**src/rtl/spi_cmd_decoder.sv**
```systemverilog
// SPI mode-0 slave command decoder: validates 24-bit addr/data frames and emits one-cycle register strobes.
// Optional macro SPI_PARITY_CHECK_EN appends an even-parity bit to every frame.
`timescale 1ns/1ps

module spi_cmd_decoder #(
    parameter int FRAME_BITS  = 24,
    parameter int SYNC_STAGES = 2
) (
    input  logic        clk,
    input  logic        rst_n,
    input  logic        spi_sck,
    input  logic        spi_cs_n,
    input  logic        spi_mosi,
    output logic [15:0] data_out,
    output logic [15:0] sel_out,
    output logic [3:0]  sel_dir_out,
    output logic        frame_err,
    output logic [7:0]  err_cnt,
    output logic        busy
);

`ifdef SPI_PARITY_CHECK_EN
    localparam int FRAME_LEN = FRAME_BITS + 1;
`else
    localparam int FRAME_LEN = FRAME_BITS;
`endif
    localparam int CNT_MAX = FRAME_LEN + 1;
    localparam int CNT_W   = $clog2(CNT_MAX + 1);
    localparam int NSYNC   = (SYNC_STAGES < 2) ? 2 : SYNC_STAGES;

    typedef enum logic [2:0] {
        S_IDLE,
        S_SHIFT,
        S_CHECK,
        S_UPDATE,
        S_ERROR
    } state_t;

    logic             r_rst_meta;
    logic             r_rst_n;
    logic [NSYNC-1:0] r_sck_sync;
    logic [NSYNC-1:0] r_cs_sync;
    logic [NSYNC-1:0] r_mosi_sync;
    logic             r_sck_prev;
    logic             r_cs_prev;
    state_t           r_state;
    state_t           w_next;
    logic [FRAME_LEN-1:0] r_shift;
    logic [CNT_W-1:0] r_cnt;
    logic             r_fall_pend;
    logic [15:0]      r_data;
    logic [7:0]       r_err_cnt;

    logic                  w_sck;
    logic                  w_cs;
    logic                  w_mosi;
    logic                  w_sck_rise;
    logic                  w_cs_rise;
    logic                  w_cs_fall;
    logic                  w_start;
    logic [FRAME_BITS-1:0] w_payload;
    logic [7:0]            w_addr;
    logic [15:0]           w_data;
    logic                  w_frame_ok;

    // Reset asserts asynchronously, releases on a clock edge.
    always_ff @(posedge clk or negedge rst_n) begin
        if (!rst_n) begin
            r_rst_meta <= 1'b0;
            r_rst_n    <= 1'b0;
        end else begin
            r_rst_meta <= 1'b1;
            r_rst_n    <= r_rst_meta;
        end
    end

    // cs_n resets to "low" so a frame already in progress at release produces no falling edge.
    always_ff @(posedge clk or negedge r_rst_n) begin
        if (!r_rst_n) begin
            r_sck_sync  <= '0;
            r_cs_sync   <= '0;
            r_mosi_sync <= '0;
            r_sck_prev  <= 1'b0;
            r_cs_prev   <= 1'b0;
        end else begin
            r_sck_sync  <= {r_sck_sync[NSYNC-2:0], spi_sck};
            r_cs_sync   <= {r_cs_sync[NSYNC-2:0], spi_cs_n};
            r_mosi_sync <= {r_mosi_sync[NSYNC-2:0], spi_mosi};
            r_sck_prev  <= r_sck_sync[NSYNC-1];
            r_cs_prev   <= r_cs_sync[NSYNC-1];
        end
    end

    assign w_sck      = r_sck_sync[NSYNC-1];
    assign w_cs       = r_cs_sync[NSYNC-1];
    assign w_mosi     = r_mosi_sync[NSYNC-1];
    assign w_sck_rise = w_sck & ~r_sck_prev;
    assign w_cs_rise  = w_cs & ~r_cs_prev;
    assign w_cs_fall  = ~w_cs & r_cs_prev;
    assign w_start    = (r_state == S_IDLE) && (w_cs_fall || r_fall_pend);

`ifdef SPI_PARITY_CHECK_EN
    assign w_payload  = r_shift[FRAME_LEN-1:1];
    assign w_frame_ok = (r_cnt == CNT_W'(FRAME_LEN)) && (w_addr < 8'h14) && !(^r_shift);
`else
    assign w_payload  = r_shift;
    assign w_frame_ok = (r_cnt == CNT_W'(FRAME_LEN)) && (w_addr < 8'h14);
`endif
    assign w_addr = w_payload[FRAME_BITS-1 -: 8];
    assign w_data = w_payload[15:0];

    always_ff @(posedge clk or negedge r_rst_n) begin
        if (!r_rst_n) begin
            r_state <= S_IDLE;
        end else begin
            r_state <= w_next;
        end
    end

    always_comb begin
        w_next = r_state;
        case (r_state)
            S_IDLE:   if (w_cs_fall || r_fall_pend) w_next = S_SHIFT;
            S_SHIFT:  if (w_cs_rise) w_next = S_CHECK;
            S_CHECK:  w_next = w_frame_ok ? S_UPDATE : S_ERROR;
            S_UPDATE: w_next = S_IDLE;
            S_ERROR:  w_next = S_IDLE;
            default:  w_next = S_IDLE;
        endcase
    end

    // A cs_n rise in the same sample as an sck rise closes the frame without shifting.
    always_ff @(posedge clk or negedge r_rst_n) begin
        if (!r_rst_n) begin
            r_shift     <= '0;
            r_cnt       <= '0;
            r_fall_pend <= 1'b0;
            r_data      <= '0;
            r_err_cnt   <= '0;
        end else begin
            if (w_start) begin
                r_shift     <= '0;
                r_cnt       <= '0;
                r_fall_pend <= 1'b0;
            end else if (w_cs_fall && (r_state != S_IDLE) && (r_state != S_SHIFT)) begin
                r_fall_pend <= 1'b1;
            end

            if ((r_state == S_SHIFT) && !w_cs_rise && w_sck_rise) begin
                r_shift <= {r_shift[FRAME_LEN-2:0], w_mosi};
                if (r_cnt != CNT_W'(CNT_MAX)) begin
                    r_cnt <= r_cnt + CNT_W'(1);
                end
            end

            if (r_state == S_CHECK) begin
                if (w_frame_ok) begin
                    r_data <= w_data;
                end else if (r_err_cnt != 8'hFF) begin
                    r_err_cnt <= r_err_cnt + 8'd1;
                end
            end
        end
    end

    // data_out is loaded leaving CHECK, so it is already new while the UPDATE strobe is high.
    always_comb begin
        sel_out     = '0;
        sel_dir_out = '0;
        frame_err   = 1'b0;
        busy        = (r_state != S_IDLE);
        case (r_state)
            S_UPDATE: begin
                if (w_addr[4]) begin
                    sel_dir_out[w_addr[1:0]] = 1'b1;
                end else begin
                    sel_out[w_addr[3:0]] = 1'b1;
                end
            end
            S_ERROR: frame_err = 1'b1;
            default: ;
        endcase
    end

    assign data_out = r_data;
    assign err_cnt  = r_err_cnt;

endmodule

```
**config.mk**
```make
export PLATFORM = sky130hd
export DESIGN_NAME = spi_cmd_decoder
export DESIGN_NICKNAME = d
export VERILOG_FILES = /design/src/rtl/spi_cmd_decoder.sv
export SDC_FILE = /design/constraint.sdc
export NUM_CORES = 1
export LEC_CHECK = 0
export BUFFER_PORTS_ARGS = -buffer_cell sky130_fd_sc_hd__clkbuf_2
export CORE_MARGIN = 3
export CORE_UTILIZATION = 55
export DETAILED_ROUTE_END_ITERATION = 6
export PLACE_DENSITY_LB_ADDON = 0.05
export SLEW_MARGIN = 20
export SYNTH_ARGS = -nofsm -noshare
export SYNTH_HDL_FRONTEND = slang
export SYNTH_SLANG_ARGS = --single-unit
```
**constraint.sdc**
```tcl
create_clock -name clk -period 2.3 [get_ports clk]
set_input_delay 0.46 -clock clk [delete_from_list [all_inputs] [get_ports clk]]
set_output_delay 0.46 -clock clk [all_outputs]
set_load 0.005 [all_outputs]
```
# Word-level counts from Yosys, hierarchy flattened
# Index checks and enable logic that the tools add are counted.
[word_totals] mem_bits_rw=0 mem_bits_ro=0 in_bits=5 latchBits=0 word_cells=74 out_inout_bits=46 reg_bits=67 memories=0
[op_classes] shifts=0 div=0 n_bitwise=7 order_cmp=5 mul=0 add_sub_neg=2 mux=20 eq_ne=10 reduce_logical=17
[op_table] operator="$mux W24" n=2
[op_table] operator="$mux W16" n=2
[op_table] operator="$mux W5" n=3
[op_table] operator="$mux W3" n=3
[op_table] operator="$pmux W3 S3" n=1
[op_table] operator="$add A8 B1 Y8 const B" n=1
[op_table] operator="$logic_and A1 B1 Y1" n=8
[op_table] operator="$lt A8 B5 Y1 const B" n=1
[op_table] operator="$mux W4" n=2
[op_table] operator="$ne A8 B8 Y1 const B" n=1
[op_table] operator="$eq A3 B2 Y1 const B" n=2
[op_table] operator="$add A5 B1 Y5 const B" n=1
[op_table] operator="$eq A5 B5 Y1 const B" n=1
[op_table] operator="$lt A4 B5 Y1 const B" n=1
[op_table] operator="$mux W1" n=5
[op_table] operator="$ne A5 B5 Y1 const B" n=1
[op_table] operator="$demux W1 S4" n=1
[op_table] operator="$ge A4 B1 Y1 const B" n=1
[op_table] operator="$not A1 Y1" n=4
[op_table] operator="$reduce_and A2 Y1" n=2
[op_table] operator="$reduce_bool A2 Y1" n=2
[op_table] operator="$and A1 B1 Y1" n=3
[op_table] operator="$eq A3 B1 Y1 const B" n=1
[op_table] operator="$eq A3 B3 Y1 const B" n=1
[op_table] operator="11 further kinds" n=11

# Depth between registers and ports, before layout
[logic_depth] ltp_word=7 ltp_mapped=8 mapped_depth_nobuf=7

# Worst setup path after synthesis
# No wires, ideal clock.
[synth_timing] path_kind="flip-flop to flip-flop" start="reg r_cnt[0]" end="reg r_data[10] (netlist: data_out[10])" n_path_buf=2 synth_period_minus_slack_ns=2.172 setup_time_ns=0.125 t_arrival_ns=2.047 path_slack_ns=0.128 path_stages_with_launch=8 t_required_ns=2.175 path_cell_list="dfrtp_1 -> inv_1 -> ha_1 -> or3b_1 -> or4b_1 -> buf_6 -> buf_6 -> mux2_4"
[synth_between] elab_chain_len=3
[synth_lines] item="start: declaration" line_no="49" rtl="logic [CNT_W-1:0] r_cnt;"
[synth_lines] item="start signal: assignment" line_no="152" rtl="r_cnt <= r_cnt + CNT_W'(1);"
[synth_lines] item="$eq A5 B5 Y1" line_no="107" rtl="assign w_frame_ok = (r_cnt == CNT_W'(FRAME_LEN)) && (w_addr < 8'h14);"
[synth_lines] item="$logic_and A1 B1 Y1" line_no="107"
[synth_lines] item="$reduce_and A2 Y1 (no source line)"
[synth_lines] item="end signal: assignment" line_no="158" rtl="r_data <= w_data;"
[synth_lines] item="end: declaration" line_no="51" rtl="logic [15:0] r_data;"
# Every way passes these cells.
# A chain may end at the register's enable or synchronous reset.

# Worst setup path in the final report
[layout_timing] start="reg r_state[2]" end="out sel_out[2]"
[layout_between] elab_chain_len=2
[layout_lines] item="start: declaration" line_no="46" rtl="state_t r_state;"
[layout_lines] item="start signal: assignment" line_no="116" rtl="r_state <= w_next;"
[layout_lines] item="$eq A3 B2 Y1" line_no="172" rtl="case (r_state)"
[layout_lines] item="$mux W16" line_no="172"
[layout_lines] item="end: declaration" line_no="15" rtl="output logic [15:0] sel_out,"
# Every way passes these cells.

==> impl_metrics.csv <==
group,metric,value,unit
logic_synthesis,synth_area,2860,um2
logic_synthesis,synthCells,230,
logic_synthesis,synthFlopType,"dfrtp_1",
worst_hold_path,holdCritPathClass,"input pin to flop",
cells_and_area,utilization,70.9,%
global_route,antenna_found_initial,0,
logic_synthesis,synthesis.nets,239,
cells_and_area,finish.instance_area,3460,um2
cells_and_area,area.growth.synth_to_final,21.3,%
global_route,grt_pass1_wl,8.96,mm
logic_synthesis,synth_seq_cells,67,
cts,cts_tree,"yes",
place,placed_area,3230,um2
cells_and_area,antennaDiodeCount,0,
power,powerDensity,859,nW/um2
timing,slew_viol_final,0,
die,die_y,78.1,um
die,floorplan.initialDensity,58.5,%
cts,numCtsBuffers,9,
cts,clock_latency,0.34,ns
die,dieArea,6090,um2
power,p_switching,0.840,mW
detailed_routing,routed_wl,5.18,mm
global_route,grt.overflow.total,0,
timing,grt_setup_unrepaired,"false",
timing,hold_viol_final,0,
critical_path,cp.arrival,1.73,ns
global_route,grt_max_degree,41,
cells_and_area,drive_gt1_share,34.0,%
cts,clkSlewWorstSetupHoldPaths,0.06,ns
global_route,grt_usage,18.8,%
timing,worst_slew_margin_rel,33.9,%
critical_path,path_class,"flop to output pin",
timing,fin_tns_setup,0,ns
detailed_routing,initialDrtViolationCount,85,
power,p_int,2.13,mW
detailed_routing,dr.pass1.iters,7,
die,pin_count,51,
cells_and_area,seq_area,1680,um2
outcome,status,"completed",
detailed_routing,via_per_inst,5.41,
power,peakVddDrop,0.000774,V
timing,setup_viol,0,
place,io_buffer_count,50,
run,maxCapViolations,0,
logic_synthesis,ys_seq_area_share,58.7,%
die,core.rowCount,25,
power,p_comb_share,19.1,%
place,place_hpwl,3.63,mm
power,leakage,1.77,nW
timing,period_needed,2.19,ns
detailed_routing,vias,1970,
power,p_clk_share,34.1,%
timing,clock.fmax,456,MHz
timing,finalClockSkew,0.0101,ns
cts,cts_root_buf,"clkbuf_8",
critical_path,critPathLaunchType,"flop",
detailed_routing,ant_nets,0,
logic_synthesis,syn-mean-instance-area,12.4,um2
critical_path,crit_required,1.84,ns
cts,cts.sinks,67,
power,seqPwrFrac,46.8,%
cells_and_area,nFillCells,365,
power,p_sw_share,28.2,%
global_route,grt_pass1_vias,1889,
detailed_routing,drc,0,
critical_path,endpoint_kind,"output pin",
critical_path,worstPathMaxFanout,5,
cells_and_area,multiInputGateArea,1090,um2
logic_synthesis,yosysUniqueCellTypes,42,
cts,cts.htree.levels,3,
cts,clockBufferDepth,2,
detailed_routing,routedWlPerCell,14.2,um
timing,worst_pin_slew,0.988,ns
logic_synthesis,ys_warn_count,0,
logic_synthesis,synthArstFlopShare,100,%
die,fp.coreArea,4880,um2
place,place_congestion,0.806,
die,die_w,78.1,um
logic_synthesis,synth_edf_count,0,
cells_and_area,final_nets,302,
timing,finalCritPeriodShare,95.4,%
[cell usage in the layout, fill, tap and decap left out, types with 3 or more instances in the layout]
cell and count:
nand2b_1 5, nand3_1 6, xor2_1 5, a22o_1 25, inv_1 9, nor3b_1 5, nand3b_1 3, mux2_2 10
dfrtp_1 65, nand2_1 11, buf_4 14, mux2_4 8, ha_1 4, nor2b_1 3, nor2_1 15, clkbuf_8 9
mux2i_1 4, clkbuf_2 50, nor3_1 8
[state kept, by name (all words and copies together), names as in the netlist]
| signal | count |
|---|---|
| data_out | 16 |
| r_sck_sync | 2 |
| r_cs_prev | 1 |
| err_cnt | 8 |
| r_cnt | 5 |
| r_rst_meta | 1 |
| r_shift | 24 |
| r_state | 3 |
| r_sck_prev | 1 |
| r_rst_n | 1 |
| r_cs_sync | 2 |
| r_fall_pend | 1 |
| r_mosi_sync | 2 |
[worst paths after layout]
check | start | to | slack, ns | cells past startpoint
hold / removal | spi_cs_n | r_cs_sync[0] | 0.23 | 1
hold reg to reg | r_sck_sync[0] | r_sck_sync[1] | 0.35 | 0
setup reg to reg | r_cnt[1] | data_out[14] | 0.12 | 6
max in group asynchronous | r_rst_n | r_shift[7] | 1.25 | 1
setup / recovery | r_state[2] | sel_out[2] | 0.11 | 6
min in group asynchronous | r_rst_n | r_shift[0] | 0.38 | 0
[layout make-up]
| cell class | instances | share of cell area, % |
|---|---|---|
| flip-flops and latches | 67 | 48.5 |
| multi-input cells | 141 | 31.6 |
| repair buffers | 65 | 10.6 |
| clock buffers | 10 | 3.69 |
| well taps | 67 | 2.42 |
| clock inverters | 5 | 2.28 |
| inverters | 9 | 0.976 |
[synth_stat cells (all sizes together), types with 2 or more instances]
library cell,number,area (um2)
nand2,11,41.3
mux2,18,233
ha,4,50.1
nor2,15,56.3
inv,9,33.8
nand3,6,30.0
nand2b,5,31.3
clkbuf,10,37.5
nor2b,4,25.0
mux2i,4,40.0
o21bai,2,15.0
a21oi,2,10.0
a22o,25,219
xor2,5,43.8
nor3,8,40.0
nor4,3,18.8
buf,3,27.5
nand3b,3,22.5
nor3b,6,45.0
dfrtp,67,1680
[critical path, cell delays in order, from the launching register on]
cell	delay (ns)
dfrtp_1	0.39
nand2b_1	0.19
nor3b_1	0.19
buf_4	0.16
nand3b_1	0.15
nor3_1	0.18
clkbuf_2	0.14
[power groups by stage]
stage	Clock (mW)	Combinational, mW	Sequential, mW
6_report	1.01	0.569	1.39
5_1_grt	1.10	0.644	1.41
4_1_cts	1.04	0.578	1.39
3_5_place_dp	0	0.564	1.41
3_3_place_gp	0	0.542	1.41
2_1_floorplan	0	0.362	1.40
[cell families after synthesis]
family	after synthesis	share of synthesized area [%]
simple gates	69	13.3
mux	22	9.55
buf+inv	22	3.46
other cells	1	0.131
xor+xnor	6	1.84
fa+ha+maj	4	1.75
flops	67	58.7
compound gates	39	11.2
[layer usage]
| metal | global-route usage [%] | share of wire, % | wire length, um | up-vias |
|---|---|---|---|---|
| met1 | 25.3 | 49 | 2520 | 965 |
| met5 | 0 | 0 | 0 | - |
| met4 | 7.87 | 1.7 | 89 | 0 |
| li1 | - | - | - | 947 |
| met3 | 5.05 | 4.7 | 242 | 10 |
| met2 | 28.9 | 45 | 2330 | 48 |
[metrics by stage]
stage	power (mW)	cells	setup slack, ns	hold slack [ns]
global route	3.15	364	0.0150	0.219
global placement	1.95	347	0.207	0.247
CTS	3.00	364	0.0271	0.220
floorplan	1.76	230	0.128	0.164
finish	2.97	364	0.106	0.232
detailed placement	1.98	347	0.121	0.246
[what timing repair did]
| action | 4_1_cts | 5_1_grt |
|---|---|---|
| buffers inserted | 1 | 0 |
| endpoints found under the setup margin | 1 | 2 |
| hold buffers | 1 | 0 |
| pin swaps | 0 | 1 |
| hold endpoints to repair | 2 | 0 |
| gates resized for setup | 0 | 2 |
Note: power is estimated with default switching activity, not from simulation.
